[src/rtl/shift_rotate_unit.sv]
// Multi-cycle shift/rotate execution unit. Each RUN cycle moves the working
// value by up to STEP bit positions until the requested count is used up. A
// start/busy/done handshake lets the control unit stall until the result is
// valid.
module shift_rotate_unit #(
    parameter int WIDTH = 32,
    parameter int STEP  = 4,
    parameter int AW    = $clog2(WIDTH)
) (
    input  logic             clk,
    input  logic             rst,
    input  logic             start,
    input  logic [2:0]       op,
    input  logic [WIDTH-1:0] operand,
    input  logic [AW-1:0]    amount,
    input  logic             flush,
    output logic             busy,
    output logic             done,
    output logic [WIDTH-1:0] result,
    output logic             carry_out
);

    localparam logic [2:0] OP_SHL  = 3'b000;
    localparam logic [2:0] OP_SHR  = 3'b001;
    localparam logic [2:0] OP_SHRA = 3'b010;
    localparam logic [2:0] OP_ROL  = 3'b011;
    localparam logic [2:0] OP_ROR  = 3'b100;

    typedef enum logic {IDLE, RUN} state_t;

    state_t           state;
    logic [WIDTH-1:0] acc;
    logic [AW-1:0]    rem;
    logic [2:0]       op_q;
    logic             carry_q;

    int               step_n;
    logic [WIDTH:0]   step_next;

    // Move value a by s positions (1 <= s < WIDTH); returns {carry, value},
    // where carry is the last bit to leave the value.
    function automatic logic [WIDTH:0] shift_by(input logic [WIDTH-1:0] a,
                                                input logic [2:0]       o,
                                                input int               s);
        logic [WIDTH:0]        wide;
        logic signed [WIDTH:0] swide;
        logic [WIDTH-1:0]      v;
        wide  = '0;
        swide = '0;
        v     = '0;
        case (o)
            OP_SHL: begin
                // The bit just above the top after shifting is the last one out.
                wide = {1'b0, a} << s;
            end
            OP_SHR: begin
                // A guard bit below bit 0 catches the last bit out.
                v    = '0;
                wide = {a, 1'b0} >> s;
                wide = {wide[0], wide[WIDTH:1]};
            end
            OP_SHRA: begin
                swide = $signed({a, 1'b0}) >>> s;
                wide  = {swide[0], swide[WIDTH:1]};
            end
            OP_ROL: begin
                v    = (a << s) | (a >> (WIDTH - s));
                wide = {v[0], v};
            end
            OP_ROR: begin
                v    = (a >> s) | (a << (WIDTH - s));
                wide = {v[WIDTH-1], v};
            end
            default: wide = {1'b0, a};
        endcase
        return wide;
    endfunction

    // Per-cycle step size and the shifted working value for this cycle.
    always_comb begin
        step_n    = (int'(rem) < STEP) ? int'(rem) : STEP;
        step_next = {carry_q, acc};
        if (rem != '0) begin
            step_next = shift_by(acc, op_q, step_n);
        end
    end

    // Control FSM and datapath registers; all outputs are registered here.
    always_ff @(posedge clk or posedge rst) begin
        if (rst) begin
            state     <= IDLE;
            acc       <= '0;
            rem       <= '0;
            op_q      <= '0;
            carry_q   <= 1'b0;
            busy      <= 1'b0;
            done      <= 1'b0;
            result    <= '0;
            carry_out <= 1'b0;
        end else begin
            done <= 1'b0;
            case (state)
                IDLE: begin
                    if (start) begin
                        acc     <= operand;
                        // Undefined opcodes degrade to a zero-count pass-through.
                        rem     <= (op > OP_ROR) ? '0 : amount;
                        op_q    <= op;
                        carry_q <= 1'b0;
                        busy    <= 1'b1;
                        state   <= RUN;
                    end
                end
                RUN: begin
                    if (flush) begin
                        // Cancel: drop the in-flight work, keep the old result.
                        busy  <= 1'b0;
                        state <= IDLE;
                    end else if (rem != '0) begin
                        {carry_q, acc} <= step_next;
                        rem            <= rem - AW'(step_n);
                    end else begin
                        result    <= acc;
                        carry_out <= carry_q;
                        done      <= 1'b1;
                        busy      <= 1'b0;
                        state     <= IDLE;
                    end
                end
                default: state <= IDLE;
            endcase
        end
    end

endmodule

[config.mk]
export PLATFORM = sky130hd
export DESIGN_NAME = shift_rotate_unit
export DESIGN_NICKNAME = d
export VERILOG_FILES = /design/src/rtl/shift_rotate_unit.sv
export SDC_FILE = /design/constraint.sdc
export NUM_CORES = 1
export LEC_CHECK = 0
export ABC_AREA = 1
export CORE_AREA = 5 5 130 132
export CTS_CLUSTER_DIAMETER = 120
export DETAILED_ROUTE_END_ITERATION = 10
export DIE_AREA = 0 0 135 137
export PLACE_DENSITY = 0.68
export SLEW_MARGIN = 10
export SYNTH_ARGS = -nofsm -noshare
export SYNTH_HDL_FRONTEND = slang
export SYNTH_SLANG_ARGS = --single-unit
[constraint.sdc]
create_clock -name clk -period 2.6 [get_ports clk]
set_input_delay 0.26 -clock clk [delete_from_list [all_inputs] [get_ports clk]]
set_output_delay 0.26 -clock clk [all_outputs]
set_load 0.02 [all_outputs]
== Yosys cells after proc, flatten, opt, wreduce, memory -nomap -nowiden ==
Index checks and enable logic that the tools add are counted.

* Word-level logic and storage cells: 67
* Input port bits: 44
* Bits in registers: 77

* Order comparisons: 2
* Add/sub/neg operators: 2
* Mux-type cells: 26
* Reduce and logical (&&, ||, !) cells: 7
* Equal/unequal tests: 9
* Shifts and indexed selects: 7
* Bitwise gates (word level): 5

{| class="wikitable"
|+ Operator list
! cell !! number
|-
| 33-bit one-hot mux with 5 select lines || 1
|-
| 32-bit two-way mux || 3
|-
| 32-bit bitwise OR || 2
|-
| 32-bit one-hot mux with 2 select lines || 1
|-
| 32-bit by 5-bit left shift with 33-bit output || 1
|-
| 33-bit by 5-bit >> shifter with 33-bit output || 1
|-
| 33-bit by 5-bit >>> shifter with 33-bit output || 1
|-
| 32-bit by 32-bit left shift with 32-bit output || 1
|-
| 32-bit by 5-bit left shift with 32-bit output || 1
|-
| 32-bit by 32-bit >> shifter with 32-bit output || 1
|-
| 32-bit by 5-bit >> shifter with 32-bit output || 1
|-
| 5-bit two-way mux || 5
|-
| 1-bit two-way mux || 12
|-
| 5-bit one-hot mux with 2 select lines || 1
|-
| 6-bit by 5-bit subtractor with 7-bit output (first input constant) || 1
|-
| 3-bit by 2-bit == test with 1-bit output (second input constant) || 2
|-
| 6-bit by 1-bit inequality test with 1-bit output (second input constant) || 1
|-
| 1-bit one-hot mux with 2 select lines || 3
|-
| 3-bit AND reduction || 2
|-
| 5-bit by 3-bit < comparator with 1-bit output (second input constant) || 1
|-
| 5-bit nonzero test || 1
|-
| 5-bit subtractor || 1
|-
| 2-bit inequality test (second input constant) || 2
|-
| 2-bit AND reduction || 2
|-
| 8 further kinds || 10
|}

== Longest topological paths before layout ==
* Depth in word-level cells: 9
* Mapped depth: 21
* Gate-level depth less buffers: 18

== Worst setup path after synthesis ==
OpenSTA, ideal clock, no wires.

* Path kind: register to register
* Start point: register rem[4]
* End point: register acc[24]
* Stages on the path, launching flop included: 21
* Library setup time: 0.077 ns
* Clock period less this slack: 2.807 ns
* Data arrival time: 2.730 ns
* Slack: -0.207 ns
* Data required time: 2.523 ns
* Cells stage by stage: dfrtp_1 > nor2_8 > nand2_4 > buf_4 > nor2_4 > inv_2 > buf_2 > ha_1 > clkbuf_1 > inv_1 > clkbuf_1 > nand3_1 > nand3_1 > nand3_1 > nand3_1 > nand2_1 > nand2_1 > nand2_1 > nand2_1 > nand2_1 > a21oi_1

* Word-level cells in the longest chain between the ends: 9
* Elaborated cells on any way between the ends: 19
* Those cells by class: 1 x add/sub; 1 x order compare; 1 x eq/ne; 7 x shift; 5 x mux; 2 x bitwise; 2 x reduce/logical

{| class="wikitable"
|+ Ends and longest elaborated chain
! what !! line !! source
|-
| start, declared || 33 || <nowiki>logic [AW-1:0] rem;</nowiki>
|-
| start signal, assigned || 107 || <nowiki>rem <= (op > OP_ROR) ? '0 : amount;</nowiki>
|-
| start signal, assigned || 121 || <nowiki>rem <= rem - AW'(step_n);</nowiki>
|-
| 5-bit by 3-bit < comparator with 1-bit output || 81 || <nowiki>step_n = (int'(rem) < STEP) ? int'(rem) : STEP;</nowiki>
|-
| 5-bit two-way mux || 81 ||
|-
| 6-bit by 5-bit subtractor with 7-bit output || 67, 71 ||
|-
| 32-bit by 32-bit left shift with 32-bit output or 32-bit by 32-bit >> shifter with 32-bit output (tied branches) || 71, 67 ||
|-
| 32-bit bitwise OR (on tied branches) || 71, 67 ||
|-
| 33-bit one-hot mux with 5 select lines || 51 || <nowiki>case (o)</nowiki>
|-
| 32-bit two-way mux || 119 || <nowiki>end else if (rem != '0) begin</nowiki>
|-
| 32-bit two-way mux || 115 || <nowiki>if (flush) begin</nowiki>
|-
| 32-bit one-hot mux with 2 select lines || 102 || <nowiki>case (state)</nowiki>
|-
| end signal, assigned || 105 || <nowiki>acc <= operand;</nowiki>
|-
| end signal, assigned || 120 || <nowiki>{carry_q, acc} <= step_next;</nowiki>
|-
| end, declared || 32 || <nowiki>logic [WIDTH-1:0] acc;</nowiki>
|}

Parallel ways exist; a longest one is shown, timed or not. The select of a mux whose other input is x is not followed.
A chain may end at the register's enable or synchronous reset.

== Worst setup path in the final report ==
* Start point: register rem[3]
* End point: register acc[21]

The elaborated chain is that of the path after synthesis.

==> metrics.csv <==
metric,value,unit
detail-route-antenna-nets,0,
worst_slack,86.3,ps
synth_edf_count,0,
final_nets,1303,
fmax,398,MHz
track_usage,0.349,
hold_viol_final,0,
critPathMaxFanout,17,
dpl-instance-area,8560,sq um
core_area,15600,sq um
vias,8892,
syn-cell-area,6910,sq um
fin_skew,13.7,ps
synth_flop_cell,dfrtp_1,
busiest_layer,met1,
dp_slack,-22.3,ps
crit_required,2880,ps
ys_seq_area_frac,0.279,
cpPeakStageDelay,450,ps
cts_tree,built,
cts.sinks,77,
hpwl,25.0,mm
use_met3,0.0750,
synthToLayoutAreaGrowth,29.6,%
final_area,8960,sq um
synth_cell_types,48,
gr-usage-met1,0.519,
die_area,18500,sq um
worstSetupStartpointType,flip-flop,
cts_root_buffer,clkbuf_16,
synth-seq-cells,77,
hold_buffers,0,
io_buffer_count,78,
numCtsBuffers,9,
syn_avg_cell_area,6.14,sq um
hold_path.class,in -> async,
slew_headroom,0.576,
htreeDepth,3,
worstSetupPathType,reg -> reg,
path_buf_inv,5,
finalCriticalPeriod,2510,ps
yosysTopAreaCellShare,0.279,
antenna_found_initial,0,
finalSetupViolations,0,
clk_path_buf_depth,2,
worst_path_max_delay_cell,dfrtp_2,
routed_wl,32.5,mm
grt_pass1_vias,8132,
syn_nets,1172,
crit_arrival,2790,ps
synth-async-reset-ratio,1.00,
reg2regPathDepth,18,
drive_gt1_frac,0.129,
yosys.area.top_type,dfrtp_1,
gp_congestion,1.11,
wl_per_cell,22.0,microns
regToRegStartpoint,rem[3],
synth_area_leaders,"dfrtp_1 28%, nand2_1 23%, o21ai_0 8.0%, inv_1 5.5%, a21oi_1 4.5%",
drv_cap,0,
drt-pass1-iter-count,6,
clkLatencyLatePin,350,ps
reg2reg_slack,90,ps
viasPerCell,6.02,
status,finished clean,
fin_crit_sh,0.967,
rsz0062_at_grt,yes,
slew_viol_final,0,
yosysWarningCount,0,
grt_overflow_total,0,
initial_core_util,0.443,
grtUsageMet2,0.492,
rows,46,
grt_max_degree,62,
ios,79,
first_iter_violations,1313,
die_width,135,microns
cp-end-kind,flip-flop,
path_delay_family,simple AND/OR/NAND/NOR gates,
antenna_cells,0,
cts.clk_slew.worst_paths,70,ps
die_h,137,microns
syn_inst,1126,
tightest_slew,630,ps
remaining_drc_errors,0,
grt_first_pass_wirelength,49.1,mm
cp_cell_sequence,nor2_8 -> nand2_4 -> nor2_4 -> inv_2 -> ha_1 -> inv_2 -> nand2_2 -> inv_2 -> nor2_4 -> buf_12 -> nor2_4 -> buf_2 -> o211ai_1 -> o211ai_1 -> nand2_1 -> nand2_1 -> nand2_1 -> a21boi_1,
rr_endpoint,acc[21],
## final cells by class
type / count / area (sq um)
clock buffer: 9 / 225
fill: 1615 / 6640
timing repair buffer: 188 / 1730
inverter: 110 / 419
clock inverter: 6 / 113
multi-input combinational: 871 / 4270
tap: 216 / 270
sequential: 77 / 1930
## layer usage
| metal | part of all wire | vias up |
|---|---|---|
| met5 | 0 | - |
| met4 | 0.042 | 0 |
| met3 | 0.12 | 90 |
| met2 | 0.41 | 597 |
| met1 | 0.44 | 4179 |
| li1 | - | 4026 |
## registers in the layout, summed over array words and instances, names as in the netlist
register and flops:
state 1, result 32, carry_q 1, done 1, op_q 3, busy 1
acc 32, carry_out 1, rem 5
## how the worst max path moves through the flow
stage | startpoint | to | cells past startpoint
global placement | rem[3] | acc[3] | 16
floorplan | rem[3] | acc[24] | 20
global route | rem[3] | acc[20] | 18
finish | rem[3] | acc[21] | 18
detailed placement | rem[3] | acc[3] | 16
CTS | rem[3] | acc[3] | 16
## cell families (layout without fill, tap and decap cells)
group / Yosys count / count (layout) / share of synthesized area
mux: 1 / 1 / 0.00145
buf+inv: 178 / 313 / 0.108
compound gates: 310 / 310 / 0.272
simple gates: 557 / 557 / 0.336
other cells: 1 / 1 / 0.000542
fa+ha+maj: 2 / 2 / 0.00362
flops: 77 / 77 / 0.279
## synth_stat cells, types with 3 or more instances
library cell  number
o221ai_1          15
o21ai_0          111
buf_2             25
o211ai_1          38
nor2_2             3
dfrtp_1           77
o2111ai_1         10
nand2_2            6
o21ai_1           19
nand2_1          426
a31oi_1            3
nor2_1            29
clkbuf_1          23
buf_4              5
buf_6              3
inv_1            101
or2_2              3
a22oi_1            6
o21a_1             4
nor2_4             3
a21oi_1           62
buf_1             12
nand4_1           15
a21boi_1          25
o22ai_1            6
nand3b_1           3
nand3_1           61
inv_2              7
## per-stage QoR
step	TNS, ps	hold slack [ps]	util	std cells
4_1_cts	0	262	0.571	1475
3_5_place_dp	-22.3	460	0.549	1460
2_1_floorplan	-6.10	423	-	1126
6_report	0	244	0.574	1477
3_3_place_gp	0	453	0.549	1460
5_1_grt	-14.2	303	0.574	1477
## cells in the final DEF (no fill, tap or decap), types with 2 or more instances in the layout
cell,n
a211oi_1,2
a21boi_1,24
a21oi_1,62
a22oi_1,6
a31oi_1,3
a32oi_1,2
and2_1,2
buf_12,9
buf_4,97
buf_6,3
bufinv_16,3
clkbuf_16,9
clkdlybuf4s50_1,78
clkinv_2,2
clkinv_4,2
dfrtp_1,76
ha_1,2
inv_1,97
inv_2,10
nand2_1,424
nand2_2,8
nand3_1,60
nand3b_1,3
nand4_1,15
nor2_1,28
nor2_4,6
o2111ai_1,10
o211ai_1,38
o21a_1,4
o21ai_0,106
o21ai_1,24
o221ai_1,15
o22ai_1,6
o31ai_1,2
or2_2,3
## timing repair
item / in CTS / in global routing
setup buffers: 0 / 1
resized for setup: 1 / 17
gates cloned: 0 / 1
endpoints found under the setup margin: 1 / 18
pin swaps: 0 / 2
Power is left out: the tool's default activity adds up to more than one toggle a clock period on the data nets, which glitch-free logic cannot reach.
==> patch 1 (same flow settings) <==
Reset style: synchronous (`rst`), changed in one clocked block.
--- a/src/rtl/shift_rotate_unit.sv
+++ b/src/rtl/shift_rotate_unit.sv
@@ -88,3 +88,3 @@
     // Control FSM and datapath registers; all outputs are registered here.
-    always_ff @(posedge clk or posedge rst) begin
+    always_ff @(posedge clk) begin
         if (rst) begin
Check against the original RTL: differs if rst is asserted again (counterexample within 4 cycles, from zero or initial values and one cycle with rst high); with rst held inactive, the same outputs for 4 cycles.
==> patch 1 against the original RTL <==
  * Wire length fell by 11%
  * Worst setup slack improved by 0.061 ns
  * Global-route usage fell by 3.9 points
  * Count of clock-buffer cells in the layout did not move
  * First-iteration DRC count rose by 2.1%
  * Final cell count fell by 0.74%
  * Sequential share of layout area fell by 2.6 points
  * Cell area fell by 8.9%
  * Sequential cell count did not move
  * Maximum frequency rose by 2.5%
  * Area after synthesis fell by 3.0%
==> patch 1: results (changes against the original RTL) <==
status=finished clean (unchanged); Vias=8,565 (was 8,892); delay of the slowest critical-path stage=0.48 ns (was 0.45 ns); placed cell area=0.00784 mm^2 (was 0.00856 mm^2); pin count of the biggest net entering global routing=70 (was 62); nets=1,292 (was 1,303); RR Startpoint=rem[3] (unchanged); top cells by area, synth=nand2_1 (24%), dfxtp_1 (23%), a21oi_1 (10%) (was dfrtp_1 (28%), nand2_1 (23%), o21ai_0 (8.0%)); first-pass GRT wire length=44.7 mm (was 49.1 mm); sequential-to-total area share from yosys stat=23.0% (was 27.9%); RePlAce Congestion=1.14 (was 1.11); Worst-Margin Slew=0.640 ns (was 0.630 ns); Clock Skew=0.00983 ns (was 0.0137 ns); async set or reset register ratio after synthesis=0% (was 100%); Global Route Usage Sum=31.0% (was 34.9%); fraction of layout cells with a size suffix above 1=8.56% (was 12.9%); r2r setup slk=0.15 ns (was 0.09 ns); leading registers by flop count=acc x32, result x32, rem x5 (unchanged); most common flop cell mapped by yosys=dfxtp_1 (was dfrtp_1); Tmin final=2.45 ns (was 2.51 ns); CP max FO=17 (unchanged); Detailed Route WL=28.9 mm (was 32.5 mm); number of distinct library cells after synthesis=47 (was 48); worst hold path class=flop to flop (was primary input to async pin); worst slack, placed=0.0811 ns (was -0.0223 ns); slowest stage cell, crit path=o21ai_1 (was dfrtp_2); drt pass-1 iters=7 (was 6); hpwl dp=22.1 mm (was 25.0 mm); top cells by count, synth=nand2_1 (427), a21oi_1 (137), o21ai_0 (93), inv_1 (80), dfxtp_1 (77) (was nand2_1 (426), o21ai_0 (111), inv_1 (101), dfrtp_1 (77), a21oi_1 (62))
## patch 1: area by class of cell
type,instances,area [um^2]
multi-input cells,925,4430
repair buffers,134,1240
flip-flops and latches,77,1540
fillers,1632,7440
clock buffers,9,225
well taps,216,270
clock inverters,6,71.3
inverters,99,379
## patch 1: metrics by stage
step                      hold WS [ns]  instances  utilization, %  power (W)
final                            0.473       1466            52.3    0.00526
after detailed placement         0.465       1451            50.3    0.00386
after global placement           0.464       1451            50.3    0.00388
after CTS                        0.477       1466            52.2    0.00518
after floorplan                  0.401       1171               -    0.00300
after global routing             0.499       1466            52.3    0.00555
## patch 1: logic make-up after synthesis
group	Yosys count	share of synthesized area [%]
buffers and inverters	169	11.2
XOR/XNOR	1	0.131
AO/OA/AOI/OAI	355	29.1
AND/OR/NAND/NOR	566	36.2
flip-flops	77	23.0
other	1	0.0559
adder cells (fa/ha/maj)	2	0.373
## patch 1: routing by layer
layer / global-route usage, % / routed length, um / vias up
met5: 0 / 0 / -
met1: 43.9 / 12600 / 3922
met2: 45.7 / 12100 / 479
met4: 14.6 / 1410 / 0
li1: - / - / 4069
met3: 5.59 / 2840 / 95
## patch 1: final timing paths
| check | to | cells past startpoint |
|---|---|---|
| max | acc[30] | 14 |
| min | busy | 2 |
| max reg2reg | acc[30] | 14 |
| min reg2reg | busy | 2 |
## patch 1: worst min-delay path: stages, from the launching register on
cell and delay (ns):
dfxtp_1 0.32, nand2_1 0.06, a21oi_1 0.05
## patch 1: power by group through the flow
stage                     Sequential, W  Combinational, W  Clock, W
after floorplan                 0.00139           0.00161         0
final                           0.00135           0.00260   0.00131
after detailed placement        0.00137           0.00249         0
after CTS                       0.00135           0.00250   0.00133
after global routing            0.00136           0.00281   0.00138
after global placement          0.00137           0.00251         0
## patch 1: timing repair
action / in CTS / in global routing
gates resized for setup: 0 / 4
hold buffers: 0 / 0
endpoints found under the setup margin: 0 / 23
==> patch 2 (same settings) <==
Made on the original files. The parameter `WIDTH` goes from 32 to 16.
--- a/src/rtl/shift_rotate_unit.sv
+++ b/src/rtl/shift_rotate_unit.sv
@@ -5,3 +5,3 @@
 module shift_rotate_unit #(
-    parameter int WIDTH = 32,
+    parameter int WIDTH = 16,
     parameter int STEP  = 4,
Ports: changed (resized amount, operand and result); port bits go from 79 to 46. The function was not compared with the original's and may differ.
==> patch 2 against the original RTL <==
  * Wire length decreased by 46%
  * Cell area down 41%
  * Area after synthesis shrank 38%
  * Largest cell class unchanged
  * Worst setup slack better by 0.13 ns
  * Hold slack improved by 0.053 ns
  * Sequential share of layout area fell by 0.55 points
  * Count of clock-buffer cells in the layout down 4
  * Sequential cell count decreased by 33
  * Highest routed layer unchanged
Power is left out: the tool's default activity adds up to more than one toggle a clock period on the data nets, which glitch-free logic cannot reach.
==> patch 2: results (changes against the original RTL) <==
top cells by area, synth=dfrtp_1 (25%), nand2_1 (22%), nand3_1 (17%) (was dfrtp_1 (28%), nand2_1 (23%), o21ai_0 (8.0%)); Vias=5,362 (was 8,892); Initial DRC Count=641 (was 1,313); first-pass GRT wire length=27.6 mm (was 49.1 mm); # port buffers=45 (was 78); gate count of the mapped netlist=750 (was 1,126); post-CTS sizing=0 (was 1); Clock Skew=0.00985 ns (was 0.0137 ns); top cells by count, synth=nand2_1 (258), nand3_1 (147), nor2_1 (61), inv_1 (58), a21oi_1 (47) (was nand2_1 (426), o21ai_0 (111), inv_1 (101), dfrtp_1 (77), a21oi_1 (62)); reg2reg path depth=13 (was 18); pin count of the biggest net entering global routing=45 (was 62); number of distinct library cells after synthesis=30 (was 48); CP arrival=2.58 ns (was 2.79 ns); leading registers by flop count=acc x16, result x16, rem x4 (was acc x32, result x32, rem x5); syn_nets=780 (was 1,172); met1 Resource Use GR=27.8% (was 51.9%); CP max FO=31 (was 17); nets=819 (was 1,303); M2 GR Usage=27.7% (was 49.2%); drt pass-1 iters=8 (was 6); RR Startpoint=rem[2] (was rem[3]); RePlAce Congestion=1.06 (was 1.11); H-tree depth=2 (was 3); Finished Layout Cells=1,005 (was 1,477); status=finished clean (unchanged); met3 usage=4.38% (was 7.50%)
## patch 2: kinds of logic (layout without fill, tap and decap cells)
| kind of cell | after synthesis | after routing | synth area share [%] |
|---|---|---|---|
| other | 1 | 1 | 0.0868 |
| AOI/OAI and AO/OA | 101 | 101 | 12.2 |
| and+or+nand+nor | 499 | 499 | 50.6 |
| adders and majority gates | 3 | 3 | 0.869 |
| DFF | 44 | 44 | 25.5 |
| buffers and inverters | 102 | 141 | 10.7 |
## patch 2: worst max-delay path by stage
stage                     endpoint
after floorplan            carry_q
after global placement     carry_q
after detailed placement   carry_q
after CTS                  carry_q
after global routing       carry_q
final                      carry_q
## patch 2: per-stage QoR
stage               hold slack, ns  area, um^2  setup slack [ns]
global route                 0.370        5250            0.0504
floorplan                    0.405        4320             0.171
CTS                          0.321        5240             0.199
detailed placement           0.476        5050             0.228
global placement             0.467        5050             0.259
finish                       0.297        5250             0.211
## patch 2: layout make-up
cell class / instances / area (um^2)
fill: 1757 / 10300
multi-input combinational: 604 / 2760
sequential: 44 / 1100
timing repair buffer: 70 / 692
tap: 216 / 270
inverter: 64 / 240
clock buffer: 5 / 125
clock inverter: 2 / 60.1
## patch 2: routing by layer
metal / wire (um) / vias up
met1: 7810 / 2434
li1: - / 2546
met5: 0 / -
met4: 622 / 0
met3: 1900 / 54
met2: 7170 / 328
## patch 2: worst max-delay path: stages, from the launching register on
cell,delay (ns)
dfrtp_1,0.45
nor2_4,0.19
nand2_2,0.08
ha_1,0.18
ha_1,0.34
inv_1,0.12
buf_12,0.20
nand3_1,0.16
nand3_1,0.17
nand3_1,0.09
nand2_1,0.07
nand3_1,0.08
nand2_1,0.09
nand2_1,0.05
